`config.mk`:
```
export PLATFORM = sky130hd
export DESIGN_NAME = host_req_arb_flat
export DESIGN_NICKNAME = d
export VERILOG_FILES = /design/src/rtl/host_req_arb_pkg.sv /design/src/rtl/host_req_arb_if.sv /design/src/rtl/host_req_arb_id_fifo.sv /design/src/rtl/host_req_arb.sv /design/src/flat_wrapper.sv
export SDC_FILE = /design/constraint.sdc
export NUM_CORES = 1
export LEC_CHECK = 0
export CORE_AREA = 4 4 108 110
export CTS_BUF_LIST = sky130_fd_sc_hd__clkbuf_4
export DETAILED_ROUTE_END_ITERATION = 6
export DIE_AREA = 0 0 112 114
export GPL_ROUTABILITY_DRIVEN = 0
export SLEW_MARGIN = 20
export SYNTH_ARGS = -nofsm -noshare
export SYNTH_HDL_FRONTEND = slang
export SYNTH_HIERARCHICAL = 1
export SYNTH_SLANG_ARGS = --single-unit
```
`constraint.sdc`:
```
create_clock -name clk_i -period 3.1 [get_ports clk_i]
set_clock_uncertainty 0.2 [all_clocks]
set_input_delay 0.465 -clock clk_i [delete_from_list [all_inputs] [get_ports clk_i]]
set_output_delay 0.465 -clock clk_i [all_outputs]
set_load 0.02 [all_outputs]
```
`src/rtl/host_req_arb_pkg.sv`:
```
// Shared types, default parameters and the round-robin pick helper for
// the host request arbiter.
package host_arb_pkg;

  localparam int unsigned NumHostsDefault       = 2;
  localparam int unsigned MaxOutstandingDefault = 2;
  localparam int unsigned DataWidthDefault      = 32;
  localparam int unsigned AddrWidthDefault      = 32;
  localparam int unsigned IdWDefault =
      ($clog2(NumHostsDefault) > 1) ? $clog2(NumHostsDefault) : 1;

  typedef logic [IdWDefault-1:0] host_id_t;

  // The pick helper works on a fixed 32-host window so that one function
  // serves every NumHosts instantiation; callers zero-extend into it.
  localparam int unsigned RrMaxHosts = 32;
  localparam int unsigned RrIdW      = 5;

  typedef logic [RrMaxHosts-1:0] rr_req_t;
  typedef logic [RrIdW-1:0]      rr_idx_t;

  typedef struct packed {
    logic    vld;
    rr_idx_t idx;
  } rr_pick_t;

  typedef enum logic {
    ArbIdle   = 1'b0,
    ArbLocked = 1'b1
  } arb_state_e;

  // First requesting host at or after ptr, wrapping modulo n.
  function automatic rr_pick_t rr_pick(input rr_req_t req, input rr_idx_t ptr,
                                       input int unsigned n);
    rr_pick_t    res;
    int unsigned cand;
    res = '0;
    for (int unsigned k = 0; k < RrMaxHosts; k++) begin
      cand = (32'(ptr) + k) % n;
      if (k < n && !res.vld && req[rr_idx_t'(cand)]) begin
        res.vld = 1'b1;
        res.idx = rr_idx_t'(cand);
      end
    end
    return res;
  endfunction

endpackage

```
`src/rtl/host_req_arb_if.sv`:
```
// Requester-side and adapter-side bus of the host request arbiter.
// The slave modport is the arbiter's view; master is the environment's.
interface host_req_arb_if
  import host_arb_pkg::*;
#(
  parameter int unsigned NumHosts  = NumHostsDefault,
  parameter int unsigned DataWidth = DataWidthDefault,
  parameter int unsigned AddrWidth = AddrWidthDefault
);
  localparam int unsigned BeW = DataWidth / 8;

  // requester side
  logic [NumHosts-1:0]           h_req_i;
  logic [NumHosts-1:0]           h_gnt_o;
  logic [NumHosts*AddrWidth-1:0] h_addr_i;
  logic [NumHosts-1:0]           h_we_i;
  logic [NumHosts*DataWidth-1:0] h_wdata_i;
  logic [NumHosts*BeW-1:0]       h_be_i;
  logic [NumHosts-1:0]           h_valid_o;
  logic [DataWidth-1:0]          h_rdata_o;
  logic                          h_err_o;

  // adapter side
  logic                 req_o;
  logic                 gnt_i;
  logic [AddrWidth-1:0] addr_o;
  logic                 we_o;
  logic [DataWidth-1:0] wdata_o;
  logic [BeW-1:0]       be_o;
  logic                 valid_i;
  logic [DataWidth-1:0] rdata_i;
  logic                 err_i;

  modport slave (
    input  h_req_i, h_addr_i, h_we_i, h_wdata_i, h_be_i,
    output h_gnt_o, h_valid_o, h_rdata_o, h_err_o,
    output req_o, addr_o, we_o, wdata_o, be_o,
    input  gnt_i, valid_i, rdata_i, err_i
  );

  modport master (
    output h_req_i, h_addr_i, h_we_i, h_wdata_i, h_be_i,
    input  h_gnt_o, h_valid_o, h_rdata_o, h_err_o,
    input  req_o, addr_o, we_o, wdata_o, be_o,
    output gnt_i, valid_i, rdata_i, err_i
  );
endinterface

```
`src/rtl/host_req_arb_id_fifo.sv`:
```
// In-order ID FIFO: remembers which host issued each accepted request so
// responses can be routed back. Push and pop may occur in the same cycle,
// including when full (the pop frees the slot the push uses).
module host_arb_id_fifo
  import host_arb_pkg::*;
#(
  parameter int unsigned Depth = MaxOutstandingDefault,
  parameter int unsigned Width = IdWDefault
) (
  input  logic             i_clk,
  input  logic             i_rst_n,
  input  logic             i_push,
  input  logic [Width-1:0] i_data,
  input  logic             i_pop,
  output logic [Width-1:0] o_data,
  output logic             o_full,
  output logic             o_empty
);
  // One extra pointer bit distinguishes full from empty.
  localparam int unsigned PtrW = $clog2(Depth) + 1;
  localparam int unsigned IdxW = (Depth > 1) ? $clog2(Depth) : 1;
  localparam logic [PtrW-1:0] FullXor = PtrW'(1) << (PtrW - 1);

  logic [Width-1:0] r_mem [Depth];
  logic [PtrW-1:0]  r_wr_ptr;
  logic [PtrW-1:0]  r_rd_ptr;
  logic [IdxW-1:0]  w_wr_idx;
  logic [IdxW-1:0]  w_rd_idx;
  logic             w_full;
  logic             w_empty;
  logic             w_push;
  logic             w_pop;

  assign w_empty = (r_wr_ptr == r_rd_ptr);
  assign w_full  = ((r_wr_ptr ^ r_rd_ptr) == FullXor);
  assign w_pop   = i_pop && !w_empty;
  assign w_push  = i_push && (!w_full || w_pop);

  generate
    if (Depth == 1) begin : g_single
      assign w_wr_idx = '0;
      assign w_rd_idx = '0;
    end else begin : g_multi
      assign w_wr_idx = r_wr_ptr[IdxW-1:0];
      assign w_rd_idx = r_rd_ptr[IdxW-1:0];
    end
  endgenerate

  // Advance read/write pointers on pop/push.
  always_ff @(posedge i_clk or negedge i_rst_n) begin
    if (!i_rst_n) begin
      r_wr_ptr <= '0;
      r_rd_ptr <= '0;
    end else begin
      if (w_push) r_wr_ptr <= r_wr_ptr + PtrW'(1);
      if (w_pop)  r_rd_ptr <= r_rd_ptr + PtrW'(1);
    end
  end

  // Storage holds data only, so it is left out of reset.
  always_ff @(posedge i_clk) begin
    if (w_push) r_mem[w_wr_idx] <= i_data;
  end

  assign o_data  = r_mem[w_rd_idx];
  assign o_full  = w_full;
  assign o_empty = w_empty;
endmodule

```
`src/rtl/host_req_arb.sv`:
```
// Round-robin arbiter sharing the single req/gnt port of the TL-UL host
// adapter between several requesters. Accepted requester IDs are queued in
// order so responses are routed back to the issuing host. Supports up to
// 32 hosts (width of the shared pick helper).
module host_req_arb
  import host_arb_pkg::*;
#(
  parameter int unsigned NumHosts       = NumHostsDefault,
  parameter int unsigned MaxOutstanding = MaxOutstandingDefault,
  parameter int unsigned DataWidth      = DataWidthDefault,
  parameter int unsigned AddrWidth      = AddrWidthDefault
) (
  input  logic            clk_i,
  input  logic            rst_ni,
  host_req_arb_if.slave   bus,
  output logic            unexp_rsp_o
);
  localparam int unsigned BeW = DataWidth / 8;
  localparam int unsigned IdW = ($clog2(NumHosts) > 1) ? $clog2(NumHosts) : 1;
  localparam logic [NumHosts-1:0] OneHot0 = NumHosts'(1);

  arb_state_e     r_state;
  arb_state_e     w_state_nxt;
  logic [IdW-1:0] r_lock_id;
  logic [IdW-1:0] w_lock_id_nxt;
  logic [IdW-1:0] r_rr_ptr;
  logic [IdW-1:0] w_rr_ptr_nxt;
  logic           r_unexp;

  rr_pick_t       w_pick;
  logic           w_win_vld;
  logic [IdW-1:0] w_win_id;
  logic [IdW-1:0] w_ptr_inc;
  logic           w_room;
  logic           w_req;
  logic           w_accept;
  logic           w_pop;
  logic           w_fifo_full;
  logic           w_fifo_empty;
  logic [IdW-1:0] w_head_id;

  assign w_pick = rr_pick(rr_req_t'(bus.h_req_i), rr_idx_t'(r_rr_ptr), NumHosts);

  // Winner: the locked host while locked, otherwise the round-robin pick.
  always_comb begin
    w_win_id  = IdW'(w_pick.idx);
    w_win_vld = w_pick.vld;
    if (r_state == ArbLocked) begin
      w_win_id  = r_lock_id;
      w_win_vld = bus.h_req_i[r_lock_id];
    end
  end

  // A response arriving in the same cycle frees a slot, so a full FIFO
  // does not block a request while it is being drained. Holding rst_ni
  // low also suppresses the request so every output is quiet in reset.
  assign w_pop     = bus.valid_i && !w_fifo_empty;
  assign w_room    = !w_fifo_full || w_pop;
  assign w_req     = w_win_vld && w_room && rst_ni;
  assign w_accept  = w_req && bus.gnt_i;
  assign w_ptr_inc = (w_win_id == IdW'(NumHosts - 1)) ? '0 : w_win_id + 1'b1;

  assign bus.req_o   = w_req;
  assign bus.h_gnt_o = w_accept ? (OneHot0 << w_win_id) : '0;
  assign bus.addr_o  = bus.h_addr_i[w_win_id*AddrWidth +: AddrWidth];
  assign bus.we_o    = bus.h_we_i[w_win_id];
  assign bus.wdata_o = bus.h_wdata_i[w_win_id*DataWidth +: DataWidth];
  assign bus.be_o    = bus.h_be_i[w_win_id*BeW +: BeW];

  assign bus.h_valid_o = w_pop ? (OneHot0 << w_head_id) : '0;
  assign bus.h_rdata_o = bus.rdata_i;
  assign bus.h_err_o   = bus.err_i;
  assign unexp_rsp_o   = r_unexp;

  // Lock FSM and round-robin pointer next-state.
  always_comb begin
    w_state_nxt   = r_state;
    w_lock_id_nxt = r_lock_id;
    w_rr_ptr_nxt  = r_rr_ptr;
    case (r_state)
      ArbIdle: begin
        if (w_accept) begin
          w_rr_ptr_nxt = w_ptr_inc;
        end else if (w_req) begin
          w_state_nxt   = ArbLocked;
          w_lock_id_nxt = w_win_id;
        end
      end
      ArbLocked: begin
        if (w_accept) begin
          w_state_nxt  = ArbIdle;
          w_rr_ptr_nxt = w_ptr_inc;
        end else if (!bus.h_req_i[r_lock_id]) begin
          // locked host withdrew its request: release without a transfer
          w_state_nxt = ArbIdle;
        end
      end
    endcase
  end

  // Lock FSM and round-robin pointer registers.
  always_ff @(posedge clk_i or negedge rst_ni) begin
    if (!rst_ni) begin
      r_state   <= ArbIdle;
      r_lock_id <= '0;
      r_rr_ptr  <= '0;
    end else begin
      r_state   <= w_state_nxt;
      r_lock_id <= w_lock_id_nxt;
      r_rr_ptr  <= w_rr_ptr_nxt;
    end
  end

  // Sticky flag for a response with no outstanding request.
  always_ff @(posedge clk_i or negedge rst_ni) begin
    if (!rst_ni) begin
      r_unexp <= 1'b0;
    end else if (bus.valid_i && w_fifo_empty) begin
      r_unexp <= 1'b1;
    end
  end

  host_arb_id_fifo #(
    .Depth (MaxOutstanding),
    .Width (IdW)
  ) u_fifo (
    .i_clk   (clk_i),
    .i_rst_n (rst_ni),
    .i_push  (w_accept),
    .i_data  (w_win_id),
    .i_pop   (bus.valid_i),
    .o_data  (w_head_id),
    .o_full  (w_fifo_full),
    .o_empty (w_fifo_empty)
  );
endmodule

```
`src/flat_wrapper.sv`:
```
// flat-port wrapper written by rule: the top's interface ports become plain ports
module host_req_arb_flat import host_arb_pkg::*;
#(
  parameter int unsigned NumHosts       = NumHostsDefault,
  parameter int unsigned MaxOutstanding = MaxOutstandingDefault,
  parameter int unsigned DataWidth      = DataWidthDefault,
  parameter int unsigned AddrWidth      = AddrWidthDefault
)
  (clk_i, rst_ni, unexp_rsp_o, bus_h_req_i, bus_h_addr_i, bus_h_we_i, bus_h_wdata_i, bus_h_be_i, bus_h_gnt_o, bus_h_valid_o, bus_h_rdata_o, bus_h_err_o, bus_req_o, bus_addr_o, bus_we_o, bus_wdata_o, bus_be_o, bus_gnt_i, bus_valid_i, bus_rdata_i, bus_err_i);
  host_req_arb_if #(.NumHosts(NumHosts), .DataWidth(DataWidth), .AddrWidth(AddrWidth)) bus_i ();
  input  logic clk_i;
  input  logic rst_ni;
  output logic unexp_rsp_o;
  input wire logic [$bits(bus_i.h_req_i)-1:0] bus_h_req_i;
  input wire logic [$bits(bus_i.h_addr_i)-1:0] bus_h_addr_i;
  input wire logic [$bits(bus_i.h_we_i)-1:0] bus_h_we_i;
  input wire logic [$bits(bus_i.h_wdata_i)-1:0] bus_h_wdata_i;
  input wire logic [$bits(bus_i.h_be_i)-1:0] bus_h_be_i;
  output wire logic [$bits(bus_i.h_gnt_o)-1:0] bus_h_gnt_o;
  output wire logic [$bits(bus_i.h_valid_o)-1:0] bus_h_valid_o;
  output wire logic [$bits(bus_i.h_rdata_o)-1:0] bus_h_rdata_o;
  output wire logic [$bits(bus_i.h_err_o)-1:0] bus_h_err_o;
  output wire logic [$bits(bus_i.req_o)-1:0] bus_req_o;
  output wire logic [$bits(bus_i.addr_o)-1:0] bus_addr_o;
  output wire logic [$bits(bus_i.we_o)-1:0] bus_we_o;
  output wire logic [$bits(bus_i.wdata_o)-1:0] bus_wdata_o;
  output wire logic [$bits(bus_i.be_o)-1:0] bus_be_o;
  input wire logic [$bits(bus_i.gnt_i)-1:0] bus_gnt_i;
  input wire logic [$bits(bus_i.valid_i)-1:0] bus_valid_i;
  input wire logic [$bits(bus_i.rdata_i)-1:0] bus_rdata_i;
  input wire logic [$bits(bus_i.err_i)-1:0] bus_err_i;
  assign bus_i.h_req_i = bus_h_req_i;
  assign bus_i.h_addr_i = bus_h_addr_i;
  assign bus_i.h_we_i = bus_h_we_i;
  assign bus_i.h_wdata_i = bus_h_wdata_i;
  assign bus_i.h_be_i = bus_h_be_i;
  assign bus_h_gnt_o = bus_i.h_gnt_o;
  assign bus_h_valid_o = bus_i.h_valid_o;
  assign bus_h_rdata_o = bus_i.h_rdata_o;
  assign bus_h_err_o = bus_i.h_err_o;
  assign bus_req_o = bus_i.req_o;
  assign bus_addr_o = bus_i.addr_o;
  assign bus_we_o = bus_i.we_o;
  assign bus_wdata_o = bus_i.wdata_o;
  assign bus_be_o = bus_i.be_o;
  assign bus_i.gnt_i = bus_gnt_i;
  assign bus_i.valid_i = bus_valid_i;
  assign bus_i.rdata_i = bus_rdata_i;
  assign bus_i.err_i = bus_err_i;
  host_req_arb #(.NumHosts(NumHosts), .MaxOutstanding(MaxOutstanding), .DataWidth(DataWidth), .AddrWidth(AddrWidth)) u_core (.clk_i(clk_i), .rst_ni(rst_ni), .bus(bus_i), .unexp_rsp_o(unexp_rsp_o));
endmodule
```
==> results_dict.tcl <==
set metrics [dict create \
    ant_nets 0 \
    start_util_pct 17.6 \
    seq_area_frac_synth_pct 13.8 \
    pin_count 285 \
    grt_pass1_vias 2073 \
    yosys_warnings 6 \
    die_area_um2 12800 \
    hold_path.class "flop to flop" \
    grt_overflow 0 \
    clockBufferDepth 2 \
    die_h_um 114 \
    antenna_cells 0 \
    crit_cells 7 \
    multi_input_area_um2 1280 \
    critPathKind "input pin to output pin" \
    cap_violations 0 \
    synth.net_count 347 \
    cts_tree "built" \
    clk_pin_slew_ns 0.06 \
    path_buf_inv 4 \
    r2r_cells 9 \
    power_density_nw_per_um2 621 \
    fin_crit_ns 3.00 \
    hold_ws_ns 0.261 \
    io_buffers 218 \
    final_common_cell "clkdlybuf4s50_1" \
    routed_wl_mm 8.32 \
    coreArea_um2 10700 \
    hold_buffers 0 \
    synthArstFlopShare_pct 80.0 \
    power.share.sequential_pct 10.0 \
    p_sw_mw 1.11 \
    path_cells "clkdlybuf4s50_1 -> o21ai_2 -> o21ai_4 -> buf_4 -> clkbuf_16 -> mux2_4 -> dlygate4sd2_1" \
    grt_pass1_wl_mm 11.4 \
    total_power_mw 2.50 \
    cp.arrival_ns 2.34 \
    seqCellArea_um2 262 \
    area_growth_pct 114 \
    synth-seq-cells 10 \
    layout_common_cells "clkdlybuf4s50_1, dlygate4sd2_1, mux2_4, mux2_2, dlymetal6s2s_1" \
    end_kind "output pin" \
    via_per_inst 3.97 \
    setup_violations 0 \
    rsz0062_at_grt "no" \
    crit_family "buffers and inverters" \
    synth_edf_count 2 \
    crit_required_ns 2.43 \
    wl_met1_mm 3.45 \
    root_buffer "clkbuf_4" \
    comb_power_share_pct 86.4 \
    period_share_pct 96.9 \
    startpoint_type "input pin" \
    synth_cell_types 30 \
    netlist_instances 170 \
    route.met3.wl_mm 1.05 \
    cp_slowest_cell "clkdlybuf4s50_1" \
    wire_per_inst_um 16.7 \
    fin_nets 537 \
    cts_buffers 3 \
    grt_antenna_before_repair 0 \
    cts.sinks 10 \
    crit_fanout 17 \
    drtIter0Drc 70 \
    power_leakage_nw 1.91 \
    drive_above_1_share_pct 25.1 \
    die_w_um 112 \
    synth.area.top_cells "mux2_4, buf_4, dfrtp_1" \
    fill_cells 1078 \
    floorplan.rows 38 \
    outcome "finished, final reports clean" \
    grt_max_degree 42 \
    wl_met2_mm 3.82 \
    post-dp-hpwl_mm 6.97 \
    top_layer "met3" \
    vias 1981 \
    maxSlewViolCount 0 \
    p_int_mw 1.39 \
    synthDominantCellAreaShare_pct 43.9 \
    worst_pin_slew_ns 0.384 \
    first_pass_iters 4 \
    hold_viol 0 \
    ir_drop_mv 0.367 \
    cts_max_level 1 \
    globalRouteTotalUtil_pct 11.1 \
    netlist_area_um2 1880 \
    p_clk_share_pct 3.6 \
    slew_headroom_pct 74.2 \
    clkLatencyLatePin_ns 0.26 \
    syn_area_per_cell_um2 11.1 \
    max_freq_mhz 333 \
    synth_ff_type "dfrtp_1" \
    synth_largest_area_cell "mux2_4" \
    p_sw_share_pct 44.5 \
    drc_errors 0 \
    critPathMaxStageDelay_ns 0.51 \
    hold_depth 1 \
]
routing by layer:
metal  up-vias  global-route usage, %
met1       887                   13.8
met2       150                   17.7
met4         0                  0.240
met5         -                      0
li1        944                      -
met3         0                   6.47
registers in the layout, summed over array words and instances, names as in the netlist:
name	cells
u_core/r_lock_id	1
u_core/r_rr_ptr	1
u_core/r_state	1
u_core/u_fifo/r_mem	2
u_core/u_fifo/r_rd_ptr	2
u_core/u_fifo/r_wr_ptr	2
u_core/unexp_rsp_o	1
final timing paths:
path,startpoint,to,slack (ns)
max,bus_h_req_i[1],bus_wdata_o[26],0.1
min,u_core/unexp_rsp_o,u_core/unexp_rsp_o,0.26
max reg2reg,u_core/u_fifo/r_wr_ptr[0],u_core/u_fifo/r_mem[1],0.59
min reg2reg,u_core/unexp_rsp_o,u_core/unexp_rsp_o,0.26
max in group asynchronous,rst_ni,u_core/u_fifo/r_wr_ptr[0],2.25
min in group asynchronous,rst_ni,u_core/u_fifo/r_rd_ptr[0],0.31
Yosys cell counts, drive strengths merged, types with 2 or more instances:
cell    instances
mux2           72
buf            42
nor2            9
dfrtp           8
nand2           5
a21oi           4
inv             4
o21ai           3
edfxtp          2
mux2i           2
nor2b           2
nor3            2
xor2            2
through the flow:
stage	TNS [ns]	area, um2	worst slack (ns)	util [%]	std cells
finish	0	4030	0.0962	37.6	499
floorplan	0	1880	0.758	-	170
CTS	0	3950	0.0000397	36.9	497
detailed placement	-1.37	3990	-0.0824	37.3	493
global placement	-0.636	3990	-0.0514	37.3	493
global route	0	4030	0.0346	37.6	499
worst reg2reg max path, stage by stage (launching register included):
cell      delay, ns
dfrtp_2        0.46
xor2_1         0.24
nor2_1         0.08
nand2b_1       0.22
a21boi_2       0.25
nand3_1        0.15
buf_4          0.17
inv_1          0.09
nand2_1        0.10
a21oi_1        0.24
cell type report:
type	count	area share, %
clock inverters	1	0.0932
clock buffers	3	0.559
well taps	140	4.35
repair buffers	228	56.4
flip-flops and latches	10	6.49
inverters	4	0.373
multi-input cells	113	31.8
power by group through the flow:
| stage | sequential (mW) | clock (mW) | combinational, mW |
|---|---|---|---|
| 2_1_floorplan | 0.221 | 0 | 1.52 |
| 3_5_place_dp | 0.249 | 0 | 2.30 |
| 3_3_place_gp | 0.247 | 0 | 2.29 |
| 5_1_grt | 0.260 | 0.101 | 2.30 |
| 6_report | 0.249 | 0.0908 | 2.16 |
| 4_1_cts | 0.249 | 0.0954 | 2.14 |
cells by family (layout without fill, tap and decap cells):
logic type / count (synthesis) / after routing / synth area share (%)
DFF: 10 / 10 / 13.8
buffers and inverters: 47 / 236 / 18.9
and+or+nand+nor: 23 / 23 / 6.06
xor gates and xnor gates: 3 / 3 / 1.40
AOI/OAI and AO/OA: 13 / 13 / 4.66
muxes: 74 / 74 / 55.2
repair_timing:
| item | in CTS | in global routing |
|---|---|---|
| resized for setup | 57 | 17 |
| setup buffers | 0 | 1 |
| pin swaps | 0 | 1 |
| endpoints found under the hold margin | 0 | 0 |
| setup endpoints to repair | 57 | 16 |
| cloned | 0 | 1 |
(Power assumes the default switching activity.)
